`config.mk`:
```
export PLATFORM = sky130hd
export DESIGN_NAME = inst_fetch_flat
export DESIGN_NICKNAME = d
export VERILOG_FILES = /design/src/rtl/inst_fetch_if.sv /design/src/rtl/inst_fetch.sv /design/src/flat_wrapper.sv
export SDC_FILE = /design/constraint.sdc
export NUM_CORES = 1
export LEC_CHECK = 0
export BUFFER_PORTS_ARGS = -buffer_cell sky130_fd_sc_hd__buf_2
export CORE_ASPECT_RATIO = 0.9
export CORE_MARGIN = 2
export CORE_UTILIZATION = 45
export DETAILED_ROUTE_END_ITERATION = 12
export PLACE_DENSITY = 0.71
export REMOVE_ABC_BUFFERS = 1
export SYNTH_ARGS = -nofsm -noshare
export SYNTH_HDL_FRONTEND = slang
export SYNTH_SLANG_ARGS = --single-unit
```
`constraint.sdc`:
```
create_clock -name Clk -period 5.6 [get_ports Clk]
set_input_delay 0.28 -clock Clk [delete_from_list [all_inputs] [get_ports Clk]]
set_output_delay 0.28 -clock Clk [all_outputs]
set_load 0.01 [all_outputs]
```
`src/rtl/inst_fetch_if.sv`:
```
// Fetch-stage bus: run control and decode inputs toward inst_fetch, PC/status back.
// master: the sequencer/decoder side that drives Start, StartAddr and the decode strobes.
// slave : the inst_fetch stage, which drives ProgCtr, Running, Done, CycCnt and Fault.
interface inst_fetch_if #(
  parameter int unsigned PC_W  = 10,
  parameter int unsigned OFF_W = 11,
  parameter int unsigned CYC_W = 16
);
  logic             Start;
  logic [PC_W-1:0]  StartAddr;
  logic             Stall;
  logic             Halt;
  logic             BranchRel;
  logic             Taken;
  logic [OFF_W-1:0] Target;
  logic             JumpAbs;
  logic [PC_W-1:0]  JumpAddr;
  logic [PC_W-1:0]  ProgCtr;
  logic             Running;
  logic             Done;
  logic [CYC_W-1:0] CycCnt;
  logic             Fault;

  modport master (
    output Start, StartAddr, Stall, Halt, BranchRel, Taken, Target, JumpAbs, JumpAddr,
    input  ProgCtr, Running, Done, CycCnt, Fault
  );

  modport slave (
    input  Start, StartAddr, Stall, Halt, BranchRel, Taken, Target, JumpAbs, JumpAddr,
    output ProgCtr, Running, Done, CycCnt, Fault
  );
endinterface

```
`src/rtl/inst_fetch.sv`:
```
// Program counter and fetch sequencer of the 3BC processor.
// Runs a program from StartAddr until Halt, choosing the next PC from
// restart / halt / stall / absolute jump / taken relative branch / increment,
// and counts the cycles spent running (saturating).
// Ports:
//   Clk   - clock, all state on rising edge
//   Reset - synchronous, active-high
//   bus   - inst_fetch_if.slave: Start/StartAddr, decode strobes in;
//           ProgCtr, Running, Done, CycCnt, Fault out (all registered)
// Optional build macro INST_FETCH_BCHK_EN: adds parameter PROG_END and a
// bounds check on jump/branch destinations that ends the run with Fault=1.
// Without it, Fault is held at 0 and destinations wrap modulo 2^PC_W.
module inst_fetch #(
  parameter int unsigned PC_W  = 10,
  parameter int unsigned OFF_W = 11,
  parameter int unsigned CYC_W = 16
`ifdef INST_FETCH_BCHK_EN
  ,
  parameter int unsigned PROG_END = (2 ** PC_W) - 1
`endif
) (
  input  logic         Clk,
  input  logic         Reset,
  inst_fetch_if.slave  bus
);

  typedef enum logic [1:0] {
    IDLE = 2'd0,
    RUN  = 2'd1,
    DONE = 2'd2
  } state_t;

  state_t           state_q, state_d;
  logic [PC_W-1:0]  pc_q, pc_d;
  logic [CYC_W-1:0] cyc_q, cyc_d;
  logic             fault_q, fault_d;
  logic             running_q, done_q;

  // Relative-branch destination
  logic [PC_W-1:0]  br_pc;
`ifdef INST_FETCH_BCHK_EN
  // Unwrapped destination in PC_W+1-bit signed form for the bounds check
  logic signed [PC_W:0] off_ext;
  logic [PC_W:0]        br_dest;
  logic                 br_oob;
  logic                 jmp_oob;

  always_comb begin
    off_ext = (PC_W+1)'(signed'(bus.Target));
    br_dest = {1'b0, pc_q} + off_ext;
    br_pc   = br_dest[PC_W-1:0];
    br_oob  = br_dest[PC_W] || (br_dest[PC_W-1:0] > PC_W'(PROG_END));
    jmp_oob = bus.JumpAddr > PC_W'(PROG_END);
  end
`else
  always_comb begin
    br_pc = pc_q + PC_W'(signed'(bus.Target));
  end
`endif

  // Next-state and next-output selection
  always_comb begin
    state_d = state_q;
    pc_d    = pc_q;
    cyc_d   = cyc_q;
    fault_d = fault_q;

    case (state_q)
      IDLE, DONE: begin
        if (bus.Start) begin
          state_d = RUN;
          pc_d    = bus.StartAddr;
          cyc_d   = '0;
          fault_d = 1'b0;
        end
      end
      RUN: begin
        if (bus.Start) begin
          pc_d    = bus.StartAddr;
          cyc_d   = '0;
          fault_d = 1'b0;
        end else begin
          // Every non-restart RUN cycle counts, stalls and halt included
          cyc_d = (cyc_q == '1) ? cyc_q : cyc_q + CYC_W'(1);
          if (bus.Halt) begin
            state_d = DONE;
          end else if (bus.Stall) begin
            pc_d = pc_q;
          end else if (bus.JumpAbs) begin
`ifdef INST_FETCH_BCHK_EN
            if (jmp_oob) begin
              state_d = DONE;
              fault_d = 1'b1;
            end else begin
              pc_d = bus.JumpAddr;
            end
`else
            pc_d = bus.JumpAddr;
`endif
          end else if (bus.BranchRel && bus.Taken) begin
`ifdef INST_FETCH_BCHK_EN
            if (br_oob) begin
              state_d = DONE;
              fault_d = 1'b1;
            end else begin
              pc_d = br_pc;
            end
`else
            pc_d = br_pc;
`endif
          end else begin
            pc_d = pc_q + PC_W'(1);
          end
        end
      end
      default: begin
        state_d = IDLE;
      end
    endcase
  end

  // State and registered outputs
  always_ff @(posedge Clk) begin
    if (Reset) begin
      state_q   <= IDLE;
      pc_q      <= '0;
      cyc_q     <= '0;
      fault_q   <= 1'b0;
      running_q <= 1'b0;
      done_q    <= 1'b0;
    end else begin
      state_q   <= state_d;
      pc_q      <= pc_d;
      cyc_q     <= cyc_d;
      fault_q   <= fault_d;
      running_q <= (state_d == RUN);
      done_q    <= (state_d == DONE);
    end
  end

  assign bus.ProgCtr = pc_q;
  assign bus.CycCnt  = cyc_q;
  assign bus.Running = running_q;
  assign bus.Done    = done_q;
  assign bus.Fault   = fault_q;

endmodule

```
`src/flat_wrapper.sv`:
```
// flat-port wrapper written by rule: the top's interface ports become plain ports
module inst_fetch_flat 
#(
  parameter int unsigned PC_W  = 10,
  parameter int unsigned OFF_W = 11,
  parameter int unsigned CYC_W = 16

)
  (Clk, Reset, bus_Start, bus_StartAddr, bus_Stall, bus_Halt, bus_BranchRel, bus_Taken, bus_Target, bus_JumpAbs, bus_JumpAddr, bus_ProgCtr, bus_Running, bus_Done, bus_CycCnt, bus_Fault);
  inst_fetch_if #(.PC_W(PC_W), .OFF_W(OFF_W), .CYC_W(CYC_W)) bus_i ();
  input  logic Clk;
  input  logic Reset;
  input wire logic [$bits(bus_i.Start)-1:0] bus_Start;
  input wire logic [$bits(bus_i.StartAddr)-1:0] bus_StartAddr;
  input wire logic [$bits(bus_i.Stall)-1:0] bus_Stall;
  input wire logic [$bits(bus_i.Halt)-1:0] bus_Halt;
  input wire logic [$bits(bus_i.BranchRel)-1:0] bus_BranchRel;
  input wire logic [$bits(bus_i.Taken)-1:0] bus_Taken;
  input wire logic [$bits(bus_i.Target)-1:0] bus_Target;
  input wire logic [$bits(bus_i.JumpAbs)-1:0] bus_JumpAbs;
  input wire logic [$bits(bus_i.JumpAddr)-1:0] bus_JumpAddr;
  output wire logic [$bits(bus_i.ProgCtr)-1:0] bus_ProgCtr;
  output wire logic [$bits(bus_i.Running)-1:0] bus_Running;
  output wire logic [$bits(bus_i.Done)-1:0] bus_Done;
  output wire logic [$bits(bus_i.CycCnt)-1:0] bus_CycCnt;
  output wire logic [$bits(bus_i.Fault)-1:0] bus_Fault;
  assign bus_i.Start = bus_Start;
  assign bus_i.StartAddr = bus_StartAddr;
  assign bus_i.Stall = bus_Stall;
  assign bus_i.Halt = bus_Halt;
  assign bus_i.BranchRel = bus_BranchRel;
  assign bus_i.Taken = bus_Taken;
  assign bus_i.Target = bus_Target;
  assign bus_i.JumpAbs = bus_JumpAbs;
  assign bus_i.JumpAddr = bus_JumpAddr;
  assign bus_ProgCtr = bus_i.ProgCtr;
  assign bus_Running = bus_i.Running;
  assign bus_Done = bus_i.Done;
  assign bus_CycCnt = bus_i.CycCnt;
  assign bus_Fault = bus_i.Fault;
  inst_fetch #(.PC_W(PC_W), .OFF_W(OFF_W), .CYC_W(CYC_W)) u_core (.Clk(Clk), .Reset(Reset), .bus(bus_i));
endmodule
```
Yosys cells after proc, flatten, opt, wreduce, memory -nomap -nowiden
Index checks and enable logic that the tools add are counted.
{"block": "word_totals", "output_inout_bits": 29, "wordCells": 38, "reg_bits": 30}
{"block": "op_classes", "n_eq_ne": 9, "add_sub_neg": 3, "n_mux": 15, "n_reduce_logical": 6}
{"cell": "10-bit two-way mux", "count": 6}
{"cell": "16-bit two-way mux", "count": 3}
{"cell": "16-bit one-hot mux with 2 select lines", "count": 1}
{"cell": "10-bit one-hot mux with 2 select lines", "count": 1}
{"cell": "16-bit by 1-bit adder with 16-bit output, second input constant", "count": 1}
{"cell": "16-bit equality test, second input constant", "count": 1}
{"cell": "10-bit by 1-bit adder with 10-bit output, second input constant", "count": 1}
{"cell": "10-bit adder", "count": 1}
{"cell": "3-bit inequality test, second input constant", "count": 3}
{"cell": "2-bit two-way mux", "count": 3}
{"cell": "2-bit by 1-bit equality test with 1-bit output, second input constant", "count": 2}
{"cell": "2-bit equality test, second input constant", "count": 2}
{"cell": "2-bit one-hot mux with 2 select lines", "count": 1}
{"cell": "4-bit AND reduction", "count": 1}
{"cell": "3-bit AND reduction", "count": 1}
{"cell": "2-bit zero test", "count": 1}
{"cell": "2-bit inequality test, second input constant", "count": 1}
{"cell": "2-bit nonzero test", "count": 1}
{"cell": "2-bit OR reduction", "count": 1}
{"cell": "1-bit logical AND", "count": 1}

Logic depth before layout (Yosys ltp)
Gate-level depths: netlist of the first run.
{"block": "depth", "depth_word": 7, "depth_mapped": 8, "ltp_nobuf": 8}

Worst setup path after synthesis of the first run
Ideal clock, no wire load.
{"block": "synth_path", "kind": "input to register", "from": "input bus_Target[0]", "to": "register u_core.pc_q[6], in the netlist u_core.bus.ProgCtr[6]", "path_buffers": 0, "arrival_time_ns": 1.964, "required_ns": 5.474, "stages": 8, "slack_ns": 3.510, "setup_time_ns": 0.126, "path_cell_list": "nand3b_1 ha_1 fa_1 a211o_1 a21oi_1 nor3b_1 o41ai_1 a21oi_1"}
{"block": "synth_between", "elab_chain_len": 7}
{"item": "start, declared", "line_no": "flat_wrapper.sv:19", "rtl": "input wire logic [$bits(bus_i.Target)-1:0] bus_Target;"}
{"item": "10-bit adder", "line_no": "inst_fetch.sv:57", "rtl": "br_pc = pc_q + PC_W'(signed'(bus.Target));"}
{"item": "10-bit two-way mux", "line_no": "inst_fetch.sv:100", "rtl": "end else if (bus.BranchRel && bus.Taken) begin"}
{"item": "10-bit two-way mux", "line_no": "inst_fetch.sv:89", "rtl": "end else if (bus.JumpAbs) begin"}
{"item": "10-bit two-way mux", "line_no": "inst_fetch.sv:87", "rtl": "end else if (bus.Stall) begin"}
{"item": "10-bit two-way mux", "line_no": "inst_fetch.sv:85", "rtl": "if (bus.Halt) begin"}
{"item": "10-bit two-way mux", "line_no": "inst_fetch.sv:78", "rtl": "if (bus.Start) begin"}
{"item": "10-bit one-hot mux with 2 select lines", "line_no": "inst_fetch.sv:68", "rtl": "case (state_q)"}
{"item": "end signal, assigned", "line_no": "inst_fetch.sv:133", "rtl": "pc_q <= pc_d;"}
{"item": "end, declared", "line_no": "inst_fetch.sv:34", "rtl": "logic [PC_W-1:0] pc_q, pc_d;"}
No other way between the ends. The select of a mux whose other input is x is not followed.
A chain may end at the register's enable or synchronous reset.

Worst setup path after layout of the first run
{"block": "layout_path", "from": "register u_core.pc_q[0], in the netlist u_core.bus.ProgCtr[0]", "to": "register u_core.pc_q[6], in the netlist u_core.bus.ProgCtr[6]"}
{"block": "layout_between", "elab_chain_len": 7}
{"item": "10-bit by 1-bit adder with 10-bit output or 10-bit adder (tied branches)", "line_no": "inst_fetch.sv:112, inst_fetch.sv:57"}
{"item": "10-bit two-way mux *", "line_no": "inst_fetch.sv:100"}
{"item": "10-bit two-way mux *", "line_no": "inst_fetch.sv:89"}
{"item": "10-bit two-way mux *", "line_no": "inst_fetch.sv:87"}
{"item": "10-bit two-way mux *", "line_no": "inst_fetch.sv:85"}
{"item": "10-bit two-way mux *", "line_no": "inst_fetch.sv:78"}
{"item": "10-bit one-hot mux with 2 select lines *", "line_no": "inst_fetch.sv:68"}
Every way passes the cells marked *; elsewhere a longest branch is shown, timed or not. The select of a mux whose other input is x is not followed.

==> flow_summary.toml, run 1 <==
[status]
outcome = "complete, no violations"

[yosys]
synth_top_family_by_area = "simple AND/OR/NAND/NOR gates"
ys_seq_area_share_pct = 27.84
syn_inst = 251
muxShareOfSynthArea_pct = 2.320
yosys_register_bits = 30
synth_area_sq_um = 2157
synth_edf_count = 0
synth-compound-area-share_pct = 23.67
avgSynthCellArea_sq_um = 8.594
synth_xor_area_share_pct = 7.309
yosys_most_used_dff = "dfxtp_1"
synth_simple_gate_area_share_pct = 28.25
ys_types = 59
yosysWarnings = 0
synthAdderAreaFrac_pct = 6.729
ys_async_sr_fraction_pct = 0

[clock_network]
cts_tree = "yes"
clockBufferDepth = 2
cts.repair.resized = 0
insertion_delay_ns = 0.28
cts.clk_slew.worst_paths_ns = 0.06
cts_setup_buffers = 0
ctsHtreeMaxLevel = 2
cts_num_sinks = 30
numCtsBuffers = 5
cts_hold_buf = 0
clockRootBuffer = "clkbuf_8"

[place]
place.detailed.hpwl_mm = 3.944
gp_congestion = 0.8903
port_buffers = 65

[power]
power_frac_clock_pct = 33.4
p_switching_mw = 0.1472
p_int_mw = 0.3499
power_density_nw_per_um2 = 191.8
leakage_nw = 1.131
peakVddDrop_v = 0.00008143
switching_share_pct = 29.61
p_comb_share_pct = 20.6
p_seq_share_pct = 46.0

[grt]
track_usage_pct = 20.36
grt_max_degree = 18
first_global_vias = 1821
overflow = 0
grt_pass1_wl_mm = 8.818
grt_antenna_before_repair = 0

[timing]
setup_viol = 0
hold_ws_ns = 0.2805
hold_viol = 0
relSlewSlack_pct = 35.46
skew_ns = 0.002440
min_period_ns = 2.282
slew_viol_final = 0
worst_pin_slew_ns = 0.9639
period_share_pct = 40.75
fmax_mhz = 438.2
setup-tns-final_ns = 0
rsz0062_at_grt = "false"

[die]
die_w_microns = 76.98
die_h_microns = 69.68
placementRows = 23
die-area_sq_um = 5364
ioPinCount = 68
core_sq_um = 4547
start_util_pct = 47.44

[setup_path]
crit_path_top_delay_cell = "fa_1"
crit_required_ns = 5.76
max_stage_delay_ns = 0.43
startpoint_type = "register"
cp_common_cell = "a21oi_1"
worstPathMaxFanout = 3
path_cells = "ha_1 -> fa_1 -> a211o_1 -> a21oi_1 -> nor3b_1 -> o41ai_1 -> a21oi_1"
end_kind = "register"
r2r_setup_slack_ns = 3.32
criticalPathCategory = "register to register"
worst_ep_arrival_time_ns = 2.45

[finish]
final_nets = 365
nFillCells = 469
insertedDiodeCount = 0
area_growth_pct = 20.19
drive_gt1_share_pct = 29.52

[detailed_routing]
avgRoutedWirePerCell_microns = 13.98
firstDrtPassIters = 4
drtIter0Drc = 150
routed_via_density = 5.472
via_count = 2063
wirelength_mm = 5.270
drc = 0
ant_nets = 0

[hold_path]
hp-class = "input pin to register"

[run]
drv_cap = 0
-- area by class of cell --
cell class,instances,area [sq um],share of cell area (%)
clock buffers,5,68.82,2.654
clock inverters,2,10.01,0.3861
well taps,62,77.57,2.992
multi-input cells,204,1476,56.95
repair buffers,65,325.3,12.55
inverters,9,33.78,1.303
flip-flops and latches,30,600.6,23.17
-- synth_stat cells (5+ instances only) --
cell / instances / area (sq um)
a211oi_1: 10 / 75.07
a21oi_1: 18 / 90.09
and3_1: 11 / 68.82
dfxtp_1: 30 / 600.6
ha_1: 10 / 125.1
inv_1: 9 / 33.78
mux2i_1: 5 / 50.05
nand2_1: 18 / 67.56
nand3_1: 8 / 40.04
nor2_1: 26 / 97.59
nor3_1: 5 / 25.02
o21ai_0: 9 / 45.04
or3_1: 5 / 31.28
xnor2_1: 18 / 157.7
-- path summary, 6_finish.rpt --
kind,end,depth (start not counted),from
min,u_core.bus.ProgCtr[3],3,bus_JumpAddr[3]
max,u_core.bus.ProgCtr[6],7,u_core.bus.ProgCtr[0]
min reg2reg,u_core.bus.ProgCtr[4],2,u_core.bus.ProgCtr[4]
max reg2reg,u_core.bus.ProgCtr[6],7,u_core.bus.ProgCtr[0]
-- sequential cells by signal (all words and copies together) (netlist names) --
| register | count |
|---|---|
| u_core.bus.CycCnt | 16 |
| u_core.bus.ProgCtr | 10 |
| u_core.bus.Done | 1 |
| u_core.state_q | 2 |
| u_core.bus.Running | 1 |
-- power groups by stage --
stage               Sequential [mW]  Combinational (mW)  Clock, mW
floorplan                     0.235              0.0602          0
global placement              0.233              0.0995          0
detailed placement            0.233               0.101          0
CTS                           0.229               0.102      0.171
global route                  0.230               0.114      0.183
finish                        0.229               0.102      0.166
-- per-layer routing --
layer / vias to the layer above / track usage (%) / wire length (microns)
met1: 955 / 30.11 / 2700
met2: 46 / 28.17 / 2245
met4: 0 / 7.937 / 73
met3: 7 / 4.818 / 251
li1: 1055 / - / -
met5: - / 0 / 0
-- critical path: cells and delay by family (launching register included) --
kind	cells	cell delay (ns)
and+or+nand+nor	1	0.09
DFF	1	0.33
AOI/OAI and AO/OA	4	1.10
adders and majority gates	2	0.66
-- stage by stage --
stage / setup slack (ns) / area (sq um) / power [mW] / instances / utilization (%)
after floorplan: 3.510 / 2111 / 0.2957 / 243 / -
after global placement: 3.152 / 2514 / 0.3328 / 370 / 55.28
after detailed placement: 3.125 / 2514 / 0.3345 / 370 / 55.28
after CTS: 3.355 / 2592 / 0.5016 / 377 / 57.02
after global routing: 3.246 / 2592 / 0.5264 / 377 / 57.02
final: 3.318 / 2592 / 0.4971 / 377 / 57.02
-- logic make-up (layout without fill, tap and decap cells) --
logic type,count (synthesis),count (layout)
other,1,1
multiplexers,5,5
XOR/XNOR,18,18
buffers and inverters,17,81
AO/OA/AOI/OAI,68,68
flip-flops,30,30
AND/OR/NAND/NOR,101,101
adder cells (fa/ha/maj),11,11
-- placed cells by master (no fill, tap or decap), types with 2 or more instances in the layout --
master,netlist,final
xnor2_1,18,18
buf_2,1,65
clkbuf_8,0,5
nand2_1,18,18
a21oi_1,18,18
nand3_1,8,8
mux2i_1,5,5
ha_1,10,10
clkinv_2,0,2
o21ai_0,9,9
dfxtp_1,30,30
a211oi_1,10,10
nor2_1,26,26
and2_1,2,2
a211o_1,4,4
nor3_1,5,5
o211ai_1,3,3
inv_1,9,9
and2b_1,2,2
nor2_4,2,2
nand4_1,2,2
nor3b_2,2,2
nor4_1,2,2
and4_1,2,2
a21o_1,4,4
nand3_2,2,2
or3_1,5,5
a31oi_1,3,3
and3_1,11,11
a2111oi_4,2,2
nor4_4,2,2
(Power assumes the default switching activity.)
==> run 2: changes to the inputs <==
PLACE_DENSITY = 0.74   (was 0.71)
clock period = 2 ns   (was 5.6 ns; I/O delays follow)
==> flow_summary.toml, run 2 (synthesis gave the netlist of run 1 again) <==
[detailed_routing]
avgRoutedWirePerCell_microns = 14.60
drtIter0Drc = 206
routed_via_density = 5.528
via_count = 2167
wirelength_mm = 5.722
firstDrtPassIters = 4
ant_nets = 0
drc = 0

[finish]
nFillCells = 457
drive_gt1_share_pct = 34.24
area_growth_pct = 27.15
insertedDiodeCount = 0
largest_reg_flops = 16
postLayoutCellArea_sq_um = 2743
final_common_cell = "buf_2"
final_nets = 379
most-common-layout-cells = "buf_2 (65), dfxtp_1 (29), nor2_1 (26), nand2_1 (18), xnor2_1 (18)"

[timing]
period_share_pct = 96.80
slew_viol_final = 0
hold_viol = 0
skew_ns = 0.007519
setup-tns-final_ns = 0
fmax_mhz = 516.5
rsz0062_at_grt = "true"
setup_viol = 0
setup_ws_ns = 0.06394
min_period_ns = 1.936

[setup_path]
worstPathMaxFanout = 3
criticalPathCategory = "register to register"
r2r-start = "u_core.bus.ProgCtr[1]"
reg2reg_depth = 7
crit_path_top_delay_cell = "a2111o_1"
r2r_end = "u_core.bus.ProgCtr[9]"
end_kind = "register"
path_cells = "buf_4 -> ha_1 -> a21o_1 -> nand4_1 -> a211o_1 -> a2111o_1 -> nand3_1"
r2r_setup_slack_ns = 0.06
max_stage_delay_ns = 0.37
startpoint_type = "register"
worst_ep_arrival_time_ns = 2.16
crit_required_ns = 2.23

[hold_path]
min_to = "u_core.bus.ProgCtr[3]"
min_from = "bus_JumpAddr[3]"
hp-class = "input pin to register"
whs_path_depth = 3

[place]
place_area_sq_um = 2596
place.detailed.hpwl_mm = 4.325
gp_congestion = 0.9063
port_buffers = 65
preCtsSetupSlack_ns = -0.1496

[clock_network]
clockBufferDepth = 2
cts_tree = "yes"
insertion_delay_ns = 0.28
cts.clk_slew.worst_paths_ns = 0.07
cts_num_sinks = 30
clockRootBuffer = "clkbuf_8"
numCtsBuffers = 5
ctsHtreeMaxLevel = 2

[grt]
grt_max_degree = 17
grt_pass1_wl_mm = 9.177
track_usage_pct = 21.22
overflow = 0
first_global_vias = 1967
grt_antenna_before_repair = 0

[run]
drv_cap = 0

[power]
report.power.total_mw = 1.482
peakVddDrop_v = 0.0003194
leakage_nw = 1.210
power_density_nw_per_um2 = 540.2

[die]
die-area_sq_um = 5364
ioPinCount = 68
core_sq_um = 4547
die_w_microns = 76.98
placementRows = 23
die_h_microns = 69.68
start_util_pct = 47.44

[status]
outcome = "complete, no violations"
-- run 2: layer usage --
metal | vias up | GRT usage, % | part of all wire, %
met4 | 0 | 6.746 | 0.80
met3 | 5 | 6.120 | 7.4
met2 | 71 | 32.36 | 45
li1 | 1080 | - | -
met5 | - | 0 | 0
met1 | 1011 | 28.83 | 47
-- run 2: timing repair --
action / CTS / global route
hold buffers: 0 / 0
setup buffers: 1 / 2
endpoints found under the setup margin: 2 / 4
pin swaps: 4 / 9
resized for setup: 3 / 4
endpoints found under the hold margin: 0 / 0
-- run 2: worst max-delay path: cells and delay by family (launching register included) --
kind / cells / cell delay [ns]
AO/OA/AOI/OAI: 3 / 0.87
flip-flops: 1 / 0.34
adder cells (fa/ha/maj): 1 / 0.27
AND/OR/NAND/NOR: 2 / 0.25
buffers and inverters: 1 / 0.15
-- run 2: per-stage QoR --
stage	cells	util, %	hold WS (ns)
3_5_place_dp	381	57.10	0.3901
2_1_floorplan	243	-	0.1662
3_3_place_gp	381	57.10	0.3824
4_1_cts	390	59.47	0.08598
5_1_grt	392	60.32	0.08433
6_report	392	60.32	0.08684
-- run 2: worst max path at each step --
| stage | from | endpoint | slack, ns |
|---|---|---|---|
| after detailed placement | bus_Target[0] | u_core.bus.ProgCtr[6] | -0.15 |
| after CTS | u_core.bus.ProgCtr[0] | u_core.bus.ProgCtr[6] | 0.03 |
| after global routing | u_core.bus.ProgCtr[0] | u_core.bus.ProgCtr[6] | -0.04 |
| final | u_core.bus.ProgCtr[1] | u_core.bus.ProgCtr[9] | 0.06 |
| after global placement | bus_Target[0] | u_core.bus.ProgCtr[6] | -0.11 |
| after floorplan | u_core.bus.ProgCtr[0] | u_core.bus.ProgCtr[6] | -0.03 |
-- run 2: final cells by class --
class                   instances  area, sq um  share of cell area [%]
well taps                      62        77.57                   2.828
clock inverters                 1        5.005                  0.1825
clock buffers                   7        86.33                   3.148
flip-flops and latches         30        601.8                   21.94
inverters                       9        33.78                   1.232
multi-input cells             204         1508                   54.97
repair buffers                 79        430.4                   15.69
-- run 2: report_power, final --
part / internal (mW) / switching [mW] / total (mW)
Sequential: 0.620 / 0.0211 / 0.641
Clock: 0.278 / 0.241 / 0.518
Combinational: 0.150 / 0.172 / 0.323
Total: 1.05 / 0.434 / 1.48
==> run 3: changes to the inputs <==
CELL_PAD_IN_SITES_DETAIL_PLACEMENT = 1   (was default)
CELL_PAD_IN_SITES_GLOBAL_PLACEMENT = 2   (was default)
CORE_UTILIZATION = 26   (was 45)
==> flow_summary.toml, run 3 (synthesis gave the netlist of run 1 again) <==
[die]
die-area_sq_um = 9042
ioPinCount = 68
die_w_microns = 100.0
core_sq_um = 8068
placementRows = 31
die_h_microns = 90.41
start_util_pct = 26.74

[place]
port_buffers = 65
place.detailed.hpwl_mm = 5.332
gp_congestion = 0.7580
place_area_sq_um = 2680

[detailed_routing]
drtIter0Drc = 36
drc = 0
avgRoutedWirePerCell_microns = 15.37
wirelength_mm = 6.641
via_count = 2151
routed_via_density = 4.979
firstDrtPassIters = 4
ant_nets = 0

[clock_network]
cts_num_sinks = 30
ctsHtreeMaxLevel = 2
cts_tree = "yes"
cts_hold_buf = 0
insertion_delay_ns = 0.28
numCtsBuffers = 5
cts.clk_slew.worst_paths_ns = 0.07
clockBufferDepth = 2
clockRootBuffer = "clkbuf_8"

[setup_path]
reg2reg_depth = 7
critical_path.endpoint = "u_core.bus.ProgCtr[6]"
worst_ep_arrival_time_ns = 2.09
worst-path-buf-inv = 0
r2r_end = "u_core.bus.ProgCtr[6]"
max_stage_delay_ns = 0.34
path_depth = 7
r2r-start = "u_core.bus.ProgCtr[0]"
crit_path_top_delay_cell = "fa_2"
crit_required_ns = 2.17
criticalPathCategory = "register to register"
cp-startpoint = "u_core.bus.ProgCtr[0]"
end_kind = "register"
startpoint_type = "register"
r2r_setup_slack_ns = 0.08
cp_top_family = "compound AO/OA/AOI/OAI gates"
path_cells = "ha_2 -> fa_2 -> a211o_1 -> a21oi_2 -> nor3b_1 -> o41ai_1 -> a21oi_1"
worstPathMaxFanout = 2

[power]
p_switching_mw = 0.4457
leakage_nw = 1.241
power_density_nw_per_um2 = 615.5
p_seq_share_pct = 36.7
report.power.total_mw = 1.748
p_comb_share_pct = 18.6
switching_share_pct = 25.50
p_int_mw = 1.302
peakVddDrop_v = 0.0002680
power_frac_clock_pct = 44.7

[finish]
postLayoutCellArea_sq_um = 2840
multi_input_area_sq_um = 1485
largest_reg_flops = 16
insertedDiodeCount = 0
final_common_cell = "buf_2"
area_growth_pct = 31.67
final_nets = 382
regArea_sq_um = 601.8
nFillCells = 996
most-common-layout-cells = "buf_2 (65), dfxtp_1 (29), nor2_1 (26), nand2_1 (18), xnor2_1 (18)"
drive_gt1_share_pct = 34.53

[timing]
skew_ns = 0.003060
hold_viol = 0
fmax_mhz = 519.9
slew_viol_final = 0
min_period_ns = 1.923
setup-tns-final_ns = 0
rsz0062_at_grt = "true"
period_share_pct = 96.17
setup_viol = 0
hold_ws_ns = 0.08691

[run]
drv_cap = 0

[hold_path]
min_from = "bus_JumpAddr[3]"
hp-class = "input pin to register"

[grt]
grt_pass1_wl_mm = 10.59
overflow = 0
track_usage_pct = 14.70
grt_antenna_before_repair = 0
first_global_vias = 2174
grt_max_degree = 17

[status]
outcome = "complete, no violations"
[run 3: changes by cell type in the layout (fill, tap and decap cells not counted), sizes merged]
cell and delta:
buf +3, bufinv +2, clkbuf -1, clkinv -1
[run 3: what timing repair did]
item / in CTS / in global routing
resized for setup: 3 / 1
pin swaps: 4 / 3
setup buffers: 1 / 0
setup endpoints to repair: 2 / 2
[run 3: per-layer routing]
metal | vias up | global-route usage (%) | part of all wire [%]
met1 | 1027 | 20.48 | 48
met2 | 32 | 23.42 | 48
li1 | 1087 | - | -
met5 | - | 0 | 0
met3 | 5 | 2.786 | 2.9
met4 | 0 | 3.425 | 0.96
[run 3: worst min-delay path, cell delays in order]
cell,delay [ns]
buf_2,0.10
nand2_1,0.05
a31oi_1,0.08
[run 3: per-stage QoR]
stage                     instances  setup slack, ns  utilization [%]
final                           432          0.07654            35.20
after CTS                       432          0.02676            35.19
after global routing            432         -0.03250            35.20
after detailed placement        423         -0.08902            33.22
after global placement          423         -0.06762            33.22
after floorplan                 243         -0.02782                -
[run 3: layout make-up]
class | count | share of cell area (%)
Clock inverter | 2 | 2.115
Sequential cell | 30 | 21.19
Clock buffer | 6 | 2.907
Inverter | 9 | 1.189
Tap cell | 99 | 4.361
Multi-Input combinational cell | 204 | 52.29
Timing Repair Buffer | 82 | 15.95
[run 3: worst min path at each step]
stage	to	slack, ns	cells after the start
floorplan	u_core.bus.ProgCtr[7]	0.17	1
global placement	u_core.bus.ProgCtr[3]	0.38	3
detailed placement	u_core.bus.ProgCtr[3]	0.39	3
CTS	u_core.bus.ProgCtr[3]	0.09	3
global route	u_core.bus.ProgCtr[3]	0.1	3
finish	u_core.bus.ProgCtr[3]	0.09	3
[run 3: power by group through the flow]
stage / Combinational (mW) / Clock, mW / Sequential [mW]
6_report: 0.325 / 0.781 / 0.641
5_1_grt: 0.363 / 0.835 / 0.645
4_1_cts: 0.331 / 0.805 / 0.642
3_5_place_dp: 0.326 / 0 / 0.655
3_3_place_gp: 0.320 / 0 / 0.654
2_1_floorplan: 0.169 / 0 / 0.659
